[config.mk]
export PLATFORM = sky130hd
export DESIGN_NAME = ris_state_reporter
export DESIGN_NICKNAME = d
export VERILOG_FILES = /design/src/rtl/ris_pkg.sv /design/src/rtl/ris_gpio_inverse.sv /design/src/rtl/ris_state_reporter.sv
export SDC_FILE = /design/constraint.sdc
export NUM_CORES = 1
export LEC_CHECK = 0
export BUFFER_PORTS_ARGS = -buffer_cell sky130_fd_sc_hd__buf_2
export CAP_MARGIN = 20
export CELL_PAD_IN_SITES_DETAIL_PLACEMENT = 1
export CELL_PAD_IN_SITES_GLOBAL_PLACEMENT = 1
export CORE_MARGIN = 5
export CORE_UTILIZATION = 40
export CTS_CLUSTER_DIAMETER = 50
export CTS_CLUSTER_SIZE = 25
export DETAILED_ROUTE_END_ITERATION = 8
export PLACE_DENSITY = 0.79
export SYNTH_ARGS = -nofsm -noshare
export SYNTH_HDL_FRONTEND = slang
export SYNTH_SLANG_ARGS = --single-unit
[constraint.sdc]
create_clock -name clk -period 2.69 [get_ports clk]
set_input_delay 0.1345 -clock clk [delete_from_list [all_inputs] [get_ports clk]]
set_output_delay 0.1345 -clock clk [all_outputs]
set_load 0.05 [all_outputs]
[src/rtl/ris_pkg.sv]
// Shared constants for the RIS element array: code widths, the state->GPIO drive table,
// the default frame header and the reporter FSM encoding.
package ris_pkg;

  localparam int unsigned STATE_W = 2;
  localparam int unsigned GPIO_W  = 2;
  localparam int unsigned N_CODES = 1 << STATE_W;

  // Entry s (bits [2s+1:2s]) is the GPIO pattern driven for RIS state code s.
  localparam logic [N_CODES*GPIO_W-1:0] STATE2GPIO = {2'b11, 2'b10, 2'b01, 2'b00};

  localparam logic [7:0] HDR_BYTE_DEFAULT = 8'hA5;

  typedef enum logic [1:0] {
    ST_IDLE = 2'd0,
    ST_HDR  = 2'd1,
    ST_DATA = 2'd2,
    ST_CSUM = 2'd3
  } ris_fsm_e;

  function automatic bit state2gpio_bijective();
    for (int a = 0; a < N_CODES; a++) begin
      for (int b = a + 1; b < N_CODES; b++) begin
        if (STATE2GPIO[a*GPIO_W +: GPIO_W] == STATE2GPIO[b*GPIO_W +: GPIO_W]) return 1'b0;
      end
    end
    return 1'b1;
  endfunction

endpackage

[src/rtl/ris_gpio_inverse.sv]
// Combinational inverse of the state->GPIO table: recovers the RIS state code that
// produces a given 2-bit GPIO drive pattern.
module ris_gpio_inverse
  import ris_pkg::*;
(
  input  logic [GPIO_W-1:0]  i_gpio,
  output logic [STATE_W-1:0] o_state
);

  always_comb begin
    o_state = '0;
    for (int s = 0; s < N_CODES; s++) begin
      if (STATE2GPIO[s*GPIO_W +: GPIO_W] == i_gpio) o_state = STATE_W'(s);
    end
  end

endmodule

[src/rtl/ris_state_reporter.sv]
// Snapshots the element GPIO lines, maps them back to state codes and streams a framed
// status report (header, packed codes, XOR checksum) over a valid/ready byte interface.
module ris_state_reporter
  import ris_pkg::*;
#(
  parameter int unsigned N_ELEM   = 16,
  parameter logic [7:0]  HDR_BYTE = HDR_BYTE_DEFAULT
) (
  input  logic                  clk,
  input  logic                  rst,
  input  logic                  start,
  input  logic [2*N_ELEM-1:0]   gpio_in,
  output logic [7:0]            tx_data,
  output logic                  tx_valid,
  input  logic                  tx_ready,
  output logic                  busy,
  output logic                  done
);

  localparam int unsigned N_BYTES = N_ELEM / 4;
  localparam int unsigned IDX_W   = (N_BYTES > 1) ? $clog2(N_BYTES) : 1;

  if ((N_ELEM % 4 != 0) || (N_ELEM < 4)) begin : g_bad_n_elem
    $error("ris_state_reporter: N_ELEM must be a multiple of 4 and at least 4");
  end
  if (!state2gpio_bijective()) begin : g_bad_table
    $error("ris_state_reporter: STATE2GPIO table is not bijective");
  end

  ris_fsm_e              r_state;
  logic [2*N_ELEM-1:0]   r_snap;
  logic [IDX_W-1:0]      r_idx;
  logic [7:0]            r_csum;
  logic [7:0]            r_tx_data;
  logic                  r_tx_valid;
  logic                  r_busy;
  logic                  r_done;

  logic [2*N_ELEM-1:0]   w_codes;
  logic [7:0]            w_cur_byte;
  logic [7:0]            w_nxt_byte;
  logic                  w_hs;
  logic                  w_last;

  for (genvar g = 0; g < N_ELEM; g++) begin : g_inv
    ris_gpio_inverse u_inv (
      .i_gpio  (r_snap[2*g +: 2]),
      .o_state (w_codes[2*g +: 2])
    );
  end

  // The byte after the current one is preloaded into tx_data so outputs stay registered.
  always_comb begin
    w_cur_byte = '0;
    w_nxt_byte = '0;
    for (int k = 0; k < N_BYTES; k++) begin
      if (k == int'(r_idx))     w_cur_byte = w_codes[8*k +: 8];
      if (k == int'(r_idx) + 1) w_nxt_byte = w_codes[8*k +: 8];
    end
  end

  assign w_hs   = r_tx_valid & tx_ready;
  assign w_last = (r_idx == IDX_W'(N_BYTES - 1));

  always_ff @(posedge clk) begin
    if (rst) begin
      r_state    <= ST_IDLE;
      r_snap     <= '0;
      r_idx      <= '0;
      r_csum     <= '0;
      r_tx_data  <= '0;
      r_tx_valid <= 1'b0;
      r_busy     <= 1'b0;
      r_done     <= 1'b0;
    end else begin
      r_done <= 1'b0;
      case (r_state)
        ST_IDLE: begin
          if (start) begin
            r_snap     <= gpio_in;
            r_idx      <= '0;
            r_csum     <= '0;
            r_tx_data  <= HDR_BYTE;
            r_tx_valid <= 1'b1;
            r_busy     <= 1'b1;
            r_state    <= ST_HDR;
          end
        end
        ST_HDR: begin
          if (w_hs) begin
            r_tx_data <= w_cur_byte;
            r_state   <= ST_DATA;
          end
        end
        ST_DATA: begin
          if (w_hs) begin
            r_csum <= r_csum ^ w_cur_byte;
            if (w_last) begin
              r_tx_data <= r_csum ^ w_cur_byte;
              r_state   <= ST_CSUM;
            end else begin
              r_idx     <= r_idx + 1'b1;
              r_tx_data <= w_nxt_byte;
            end
          end
        end
        ST_CSUM: begin
          if (w_hs) begin
            r_tx_valid <= 1'b0;
            r_busy     <= 1'b0;
            r_done     <= 1'b1;
            r_state    <= ST_IDLE;
          end
        end
        default: begin
          r_tx_valid <= 1'b0;
          r_busy     <= 1'b0;
          r_state    <= ST_IDLE;
        end
      endcase
    end
  end

  assign tx_data  = r_tx_data;
  assign tx_valid = r_tx_valid;
  assign busy     = r_busy;
  assign done     = r_done;

endmodule

# Word level (Yosys, flattened, before mapping)
# Cells that the tools add are included.
dict set report word_totals {
  reg_bits 54
  latch_bits 0
  ramBits 0
  romBits 0
  input_bits 36
  output_inout_bits 11
  wordCells 167
  memories 0
}
dict set report op_classes {
  addsub 2
  multipliers 0
  n_div 0
  n_lt_le_gt_ge 0
  eq_ne 64
  shifts 0
  mux 78
  n_bitwise 3
  reduce_logical 13
}
# cell count
set op_table {}
lappend op_table {{$mux W8} 14}
lappend op_table {{$mux W2} 40}
lappend op_table {{$eq A2 B2 Y1 const A} 34}
lappend op_table {{$eq A1 B2 Y1 const A} 17}
lappend op_table {{$eq A2 B32 Y1 const A} 1}
lappend op_table {{$eq A3 B32 Y1 const A} 1}
lappend op_table {{$logic_not A32 Y1} 1}
lappend op_table {{$pmux W8 S3} 1}
lappend op_table {{$mux W1} 19}
lappend op_table {{$pmux W8 S2} 1}
lappend op_table {{$ne A2 B2 Y1 const B} 6}
lappend op_table {{$pmux W2 S4} 1}
lappend op_table {{$reduce_and A4 Y1} 2}
lappend op_table {{$xor A8 B8 Y8} 1}
lappend op_table {{$eq A2 B2 Y1 const B} 3}
lappend op_table {{$reduce_and A3 Y1} 2}
lappend op_table {{$reduce_and A5 Y1} 1}
lappend op_table {{$logic_not A2 Y1} 2}
lappend op_table {{$pmux W2 S2} 1}
lappend op_table {{$reduce_bool A2 Y1} 2}
lappend op_table {{$add A2 B1 Y3 const B} 1}
lappend op_table {{$eq A2 B3 Y1 const A} 1}
lappend op_table {{$reduce_bool A3 Y1} 1}
lappend op_table {{$add A2 B1 Y2 const B} 1}
lappend op_table {{6 further kinds} 6}

# Depth between registers and ports, before layout
# Gate-level depths: netlist of run 1.
dict set report logic_depth {
  depth_word 12
  mapped_depth 8
  ltp_nobuf 6
}

# By module
# From an unflattened synthesis of run 1, not the netlist that was laid out.
dict set report unflattened {
  cells_unflattened 424
  area_unflattened_um2 3201.8
}
# module instances cells_each area_each_um2 seq_area_each_um2
set by_module_without_submodules {}
lappend by_module_without_submodules {ris_state_reporter 1 392 3081.7 1081.0}
lappend by_module_without_submodules {ris_gpio_inverse 16 2 7.5 0.0}

# Worst setup path after synthesis of run 1
# OpenSTA, ideal clock, no wires.
dict set report synth_timing {
  path_type {reg-to-reg}
  from {register, netlist name busy}
  to {register r_csum[0]}
  setup_ns 0.069
  t_arrival_ns 1.880
  required_ns 2.621
  slack_ns 0.741
  stages_incl_launch_ff 6
  n_path_buf 1
  synth_period_minus_slack_ns 1.949
  cell_sequence {dfxtp_1 -> nand2_1 -> or3_1 -> clkbuf_2 -> or3_1 -> o21ai_1}
}
# element line_no
set synth_rtl {}
lappend synth_rtl {{to (signal assigned)} ris_state_reporter.sv:97} ;# r_csum <= r_csum ^ w_cur_byte;
lappend synth_rtl {{to (decl)} ris_state_reporter.sv:33} ;# logic [7:0] r_csum;

# Final worst setup path of run 1
dict set report layout_timing {
  from {register r_state[0]}
  to {register r_tx_data[5], in the netlist tx_data[5]}
}
dict set report layout_via {
  elab_chain_len 3
  word_cells_on_any_way 9
  classes_between {5 x eq/ne; 1 x mux; 3 x reduce/logical}
}
# element line_no
set layout_rtl {}
lappend layout_rtl {{from (decl)} ris_state_reporter.sv:30} ;# ris_fsm_e r_state;
lappend layout_rtl {{from (signal assigned)} ris_state_reporter.sv:67} ;# r_state <= ST_IDLE;
lappend layout_rtl {{from (signal assigned)} ris_state_reporter.sv:86} ;# r_state <= ST_HDR;
lappend layout_rtl {{from (signal assigned)} ris_state_reporter.sv:92} ;# r_state <= ST_DATA;
lappend layout_rtl {{$eq A2 B1 Y1 (tied with other cells)} ris_state_reporter.sv:77} ;# case (r_state)
lappend layout_rtl {{$ne A2 B2 Y1 (no line) / $reduce_bool A3 Y1 (equally long branches)} -}
lappend layout_rtl {{$reduce_and A4 Y1 (no line)} -}
lappend layout_rtl {{to (signal assigned)} ris_state_reporter.sv:91} ;# r_tx_data <= w_cur_byte;
lappend layout_rtl {{to (signal assigned)} ris_state_reporter.sv:99} ;# r_tx_data <= r_csum ^ w_cur_byte;
lappend layout_rtl {{to (signal assigned)} ris_state_reporter.sv:103} ;# r_tx_data <= w_nxt_byte;
lappend layout_rtl {{to (decl)} ris_state_reporter.sv:34} ;# logic [7:0] r_tx_data;
# Parallel ways exist; a longest one is shown, timed or not.
# A chain may end at the register's enable or synchronous reset.

==> impl_metrics.ini, run 1 <==
[yosys]
ys_warn_count = 0
mappedNetlistArea_sq_mm = 0.00305
syn_inst = 388
syn_avg_cell_area_sq_um = 7.86
yosys_most_used_dff = dfxtp_1
synth_seq_cells = 54
yosysSeqAreaShare = 0.355
ys_async_sr_fraction = 0
synth-edff-count = 0
synth_cell_types = 55
synthesis.nets = 436

[pwr]
power_density_mw_per_mm2 = 814
peakVddDrop_uv = 274
leakage_nw = 1.36

[drt]
wl_um = 9540
dr.pass1.iters = 5
drt_iter0_drc = 212
wl_per_cell_um = 18.3
routed-via-count = 2982
drc_errors = 0
vias_per_cell = 5.71
detail-route-antenna-nets = 0

[final_layout]
final_common_cell = nand2_1
num-nets-final = 471
layout-drive-gt1-share = 0.154
syn_to_final_growth_pct = 13.7
mostFrequentLayoutCells = nand2_1, dfxtp_1, buf_2
design_area_sq_mm = 0.00347
utilization = 0.473
diodes = 0

[clock_tree]
post_cts.repair.setup_buffers = 0
worstSkewPairLatency_ps = 320
cts_made_buffers = 5
post_cts_resized = 0
clockBufferDepth = 2
cts_tree = done
path_clk_slew_ps = 100
cts.sink_count = 54
hold_buffers = 0
root_buffer = clkbuf_8
htree_levels = 2

[setup_path]
path_max_fanout = 16
cpMaxStageDelayCell = or3_1
end_kind = register
path_class = register to register
max_stage_delay_ps = 460
cp-start-kind = register
path_cells = inv_1 > ha_1 > a2bb2oi_1 > or3_1 > a311oi_1 > a211oi_1
required_ps = 2870
worstPathArrival_ps = 2560

[floorplanning]
dieArea_sq_mm = 0.00947
start_util = 0.416
die_x_um = 97.3
core_area_sq_mm = 0.00733
io_pins = 47
fp.dieH_um = 97.3
row_count = 31

[placement]
gp_congestion = 0.885
dpl.hpwl_um = 7070
portBuffers = 46
place_area_sq_mm = 0.00335

[timing]
fin_crit_ps = 2390
hold_slack_ps = 40.8
relSlewSlack = 0.383
fin_tns_setup_ps = 0
clock_skew_ps = 11.6
finalHoldViolCount = 0
max_freq_mhz = 419
post-route-period-util = 0.887
grt_setup_unrepaired = no
setup_viol = 0
tightest_slew_ps = 925
slew_viol_final = 0

[global_routing]
grtUsageTotal = 0.203
grt_pass1_wl_um = 15700
first_global_vias = 2996
grt_antenna_before_repair = 0
grt_overflow = 0
grt_max_degree = 47

[worst_hold_path]
hp-class = input port to register

[run_status]
status = finished, final reports clean

[run]
cap_violations = 0
[per-stage QoR]
stage | total power, W | setup slack [ps] | instances
floorplan | 0.00192 | 741 | 388
global placement | 0.00222 | 457 | 515
detailed placement | 0.00225 | 390 | 515
CTS | 0.00284 | 341 | 522
global route | 0.00300 | 101 | 522
finish | 0.00282 | 304 | 522
[critical path: cells and delay by family, from the launching register on]
family | cells | cell delay, ps
compound gates | 3 | 770
simple gates | 1 | 460
flops | 1 | 450
fa+ha+maj | 1 | 450
buf+inv | 1 | 120
[cell type report]
type	instances	area [sq um]
Clock inverter	1	30.0
Multi-Input combinational cell	292	1790
Tap cell	99	124
Fill cell	925	3860
Timing Repair Buffer	55	298
Sequential cell	54	1080
Clock buffer	6	82.6
Inverter	15	56.3
[sequential cells by signal, indices dropped and copies added (netlist names)]
signal   flops
r_snap      32
r_idx        2
busy         1
tx_data      8
r_csum       8
done         1
r_state      2
[worst paths after layout]
kind / startpoint / depth (start not counted) / slack [ps] / end
setup reg to reg: r_state[0] / 6 / 300 / tx_data[5]
setup / recovery: r_state[0] / 6 / 300 / tx_data[5]
hold / removal: gpio_in[20] / 3 / 40 / r_snap[20]
hold reg to reg: r_snap[6] / 2 / 480 / r_snap[6]
[cell families (layout without fill, tap and decap cells)]
| family | after synthesis | in the layout | synth area share |
|---|---|---|---|
| adders and majority gates | 12 | 12 | 0.0492 |
| and+or+nand+nor | 164 | 164 | 0.278 |
| DFF | 54 | 54 | 0.355 |
| buffers and inverters | 42 | 77 | 0.0570 |
| xor gates and xnor gates | 2 | 2 | 0.00575 |
| AOI/OAI and AO/OA | 111 | 111 | 0.246 |
| muxes | 3 | 3 | 0.00985 |
[synth_stat cells (2+ instances only)]
cell type	n	area share
nor3b_1	9	0.022
and3_1	3	0.0062
a211o_1	2	0.0057
a2bb2oi_1	2	0.0057
a31oi_1	3	0.0062
a311oi_1	8	0.023
nand2_1	91	0.11
ha_1	12	0.049
o21ba_1	2	0.0066
or4_1	2	0.0049
a21o_1	4	0.0098
or4bb_1	2	0.0074
buf_1	2	0.0025
a21oi_1	42	0.069
o211ai_1	7	0.017
nand2b_1	4	0.0082
o21ai_1	4	0.0066
a211oi_1	3	0.0074
nor2b_1	13	0.027
dfxtp_1	54	0.35
a311o_1	6	0.020
clkbuf_1	19	0.023
a22o_1	4	0.011
mux2i_1	3	0.0098
xor2_1	2	0.0057
nor2_1	7	0.0086
nand3_1	4	0.0066
nor4_1	2	0.0041
or3_1	4	0.0082
nand4bb_1	2	0.0074
a221oi_1	8	0.023
o21ai_0	8	0.013
and4b_1	3	0.0098
buf_2	3	0.0049
and2_1	2	0.0041
o21a_1	2	0.0049
inv_1	14	0.017
o32a_1	2	0.0066
nand3b_1	8	0.020
[per-layer routing]
metal | vias up | GRT usage | share of wire
met3 | 19 | 0.0302 | 0.054
met4 | 0 | 0.0777 | 0.025
met5 | - | 0 | 0
met2 | 101 | 0.323 | 0.45
li1 | 1442 | - | -
met1 | 1420 | 0.276 | 0.47
[where the power goes]
part	internal [W]	leakage (nW)	switching, W	total (W)
clock	0.000299	0.0573	0.000284	0.000582
combinational	0.000386	0.865	0.000757	0.00114
sequential	0.000942	0.442	0.000156	0.00110
Note: power is estimated with default switching activity, not from simulation.
==> inputs of run 2 (changes only) <==
==> constraint.sdc (replaced) <==
create_clock -name clk -period 2.69 [get_ports clk]
set_input_delay 0.269 -clock clk [delete_from_list [all_inputs] [get_ports clk]]
set_output_delay 0.269 -clock clk [all_outputs]
set_load 0.05 [all_outputs]
==> run 2 against run 1 <==
  * Combinational power barely moved
  * First-iteration DRC count fell by 36%
  * Count of clock-buffer cells in the layout rose by 1
  * Power fell by 4.6%
  * Critical endpoint is now tx_data[1]
  * Clock skew fell by 3.7 ps
  * Critical path depth did not move
  * Utilization fell by 0.39 points
==> impl_metrics.ini, run 2 (synthesized netlist as in run 1, its figures left out) <==
[run_status]
status = finished, final reports clean

[global_routing]
grt_overflow = 0
grt_max_degree = 33
first_global_vias = 2964
use_met2 = 0.308
met3_usage = 0.0323
grtUsageTotal = 0.197
grt_busiest_layer = met2
use_met1 = 0.271
grt_antenna_before_repair = 0
grt_pass1_wl_um = 15300

[placement]
dp_cells = 516
place_area_sq_mm = 0.00336
gp_congestion = 0.877
dpl.hpwl_um = 7120
portBuffers = 46
place_ws_ps = 343

[setup_path]
cpMaxStageDelayCell = ha_1
cp-start-kind = register
path_class = register to register
crit_end = tx_data[1]
reg2reg_depth = 6
end_kind = register
path_cells = inv_1 > ha_1 > or3b_1 > a221oi_1 > a311o_1 > a21o_1
worstPathArrival_ps = 2690
critPathLaunch = r_state[0]
timing.reg2reg.setup_slack_ps = 270
max_stage_delay_ps = 610
r2r_end = tx_data[1]
r2r_start = r_state[0]
required_ps = 2950
path_max_fanout = 16

[worst_hold_path]
hp-class = input port to register

[drt]
dr.pass1.iters = 4
drc_errors = 0
wl_per_cell_um = 18.0
drt_iter0_drc = 136
wl_um = 9390
detail-route-antenna-nets = 0
routed-via-count = 3009
vias_per_cell = 5.75

[timing]
tightest_slew_ps = 948
finalHoldViolCount = 0
setup_viol = 0
max_freq_mhz = 413
grt_setup_unrepaired = no
relSlewSlack = 0.368
post-route-period-util = 0.900
slew_viol_final = 0
clock_skew_ps = 7.99
fin_tns_setup_ps = 0
fin_ws_ps = 268
fin_crit_ps = 2420

[floorplanning]
start_util = 0.416
io_pins = 47
core_area_sq_mm = 0.00733
fp.dieH_um = 97.3
dieArea_sq_mm = 0.00947
die_x_um = 97.3
row_count = 31

[pwr]
p_int_w = 0.00151
seq_power_share = 0.406
pwr-share-comb = 0.429
leakage_nw = 1.35
peakVddDrop_uv = 272
switchingPower_w = 0.00118
switching_share = 0.440
power_density_mw_per_mm2 = 783
p_clk_frac = 0.165

[clock_tree]
clockBufferDepth = 2
post_cts.repair.setup_buffers = 0
cts.sink_count = 54
root_buffer = clkbuf_8
cts_made_buffers = 5
cts_tree = done
htree_levels = 2
path_clk_slew_ps = 100
hold_buffers = 0
worstSkewPairLatency_ps = 320
post_cts_resized = 0

[final_layout]
fill_cells = 936
diodes = 0
design_area_sq_mm = 0.00344
utilization = 0.469
finalNonFillerCells = 523
seqCellArea_sq_mm = 0.00108
top_register = r_snap
multi_input_area_sq_mm = 0.00179
num-nets-final = 472
mostFrequentLayoutCells = nand2_1, dfxtp_1, buf_2
syn_to_final_growth_pct = 12.7
layout-drive-gt1-share = 0.151
largest_register_ffs = 32
final_common_cell = nand2_1

[run]
cap_violations = 0
run 2: per-layer routing:
layer / share of wire / vias to the layer above
li1: - / 1450
met1: 0.48 / 1452
met2: 0.45 / 91
met3: 0.057 / 16
met4: 0.021 / 0
met5: 0 / -
run 2: through the flow:
stage / hold WS, ps / power [W]
4_1_cts: 180 / 0.00270
6_report: 185 / 0.00269
3_3_place_gp: 458 / 0.00222
2_1_floorplan: 405 / 0.00192
5_1_grt: 179 / 0.00286
3_5_place_dp: 471 / 0.00226
run 2: power groups by stage:
stage               clock, W  combinational [W]  sequential (W)
CTS                 0.000457            0.00115         0.00109
global placement           0            0.00111         0.00111
finish              0.000445            0.00115         0.00109
floorplan                  0           0.000753         0.00116
global route        0.000481            0.00127         0.00111
detailed placement         0            0.00115         0.00111
run 2: layout make-up:
type	instances	share of cell area
Clock buffer	7	0.0222
Timing Repair Buffer	56	0.0888
Multi-Input combinational cell	292	0.522
Tap cell	99	0.0360
Inverter	15	0.0164
Sequential cell	54	0.315
run 2: worst min-delay path by stage:
stage	cells after the start	slack, ps	startpoint	end
2_1_floorplan	2	400	gpio_in[1]	r_snap[1]
3_3_place_gp	2	460	r_snap[1]	r_snap[1]
3_5_place_dp	1	470	r_csum[4]	r_csum[4]
4_1_cts	3	180	gpio_in[18]	r_snap[18]
5_1_grt	3	180	gpio_in[7]	r_snap[7]
6_report	3	180	gpio_in[20]	r_snap[20]
run 2: worst max-delay path, delay by kind of cell, from the launching register on:
family          cells  cell delay (ps)
fa+ha+maj           1              610
flops               1              370
compound gates      3              740
simple gates        1              530
buf+inv             1              120
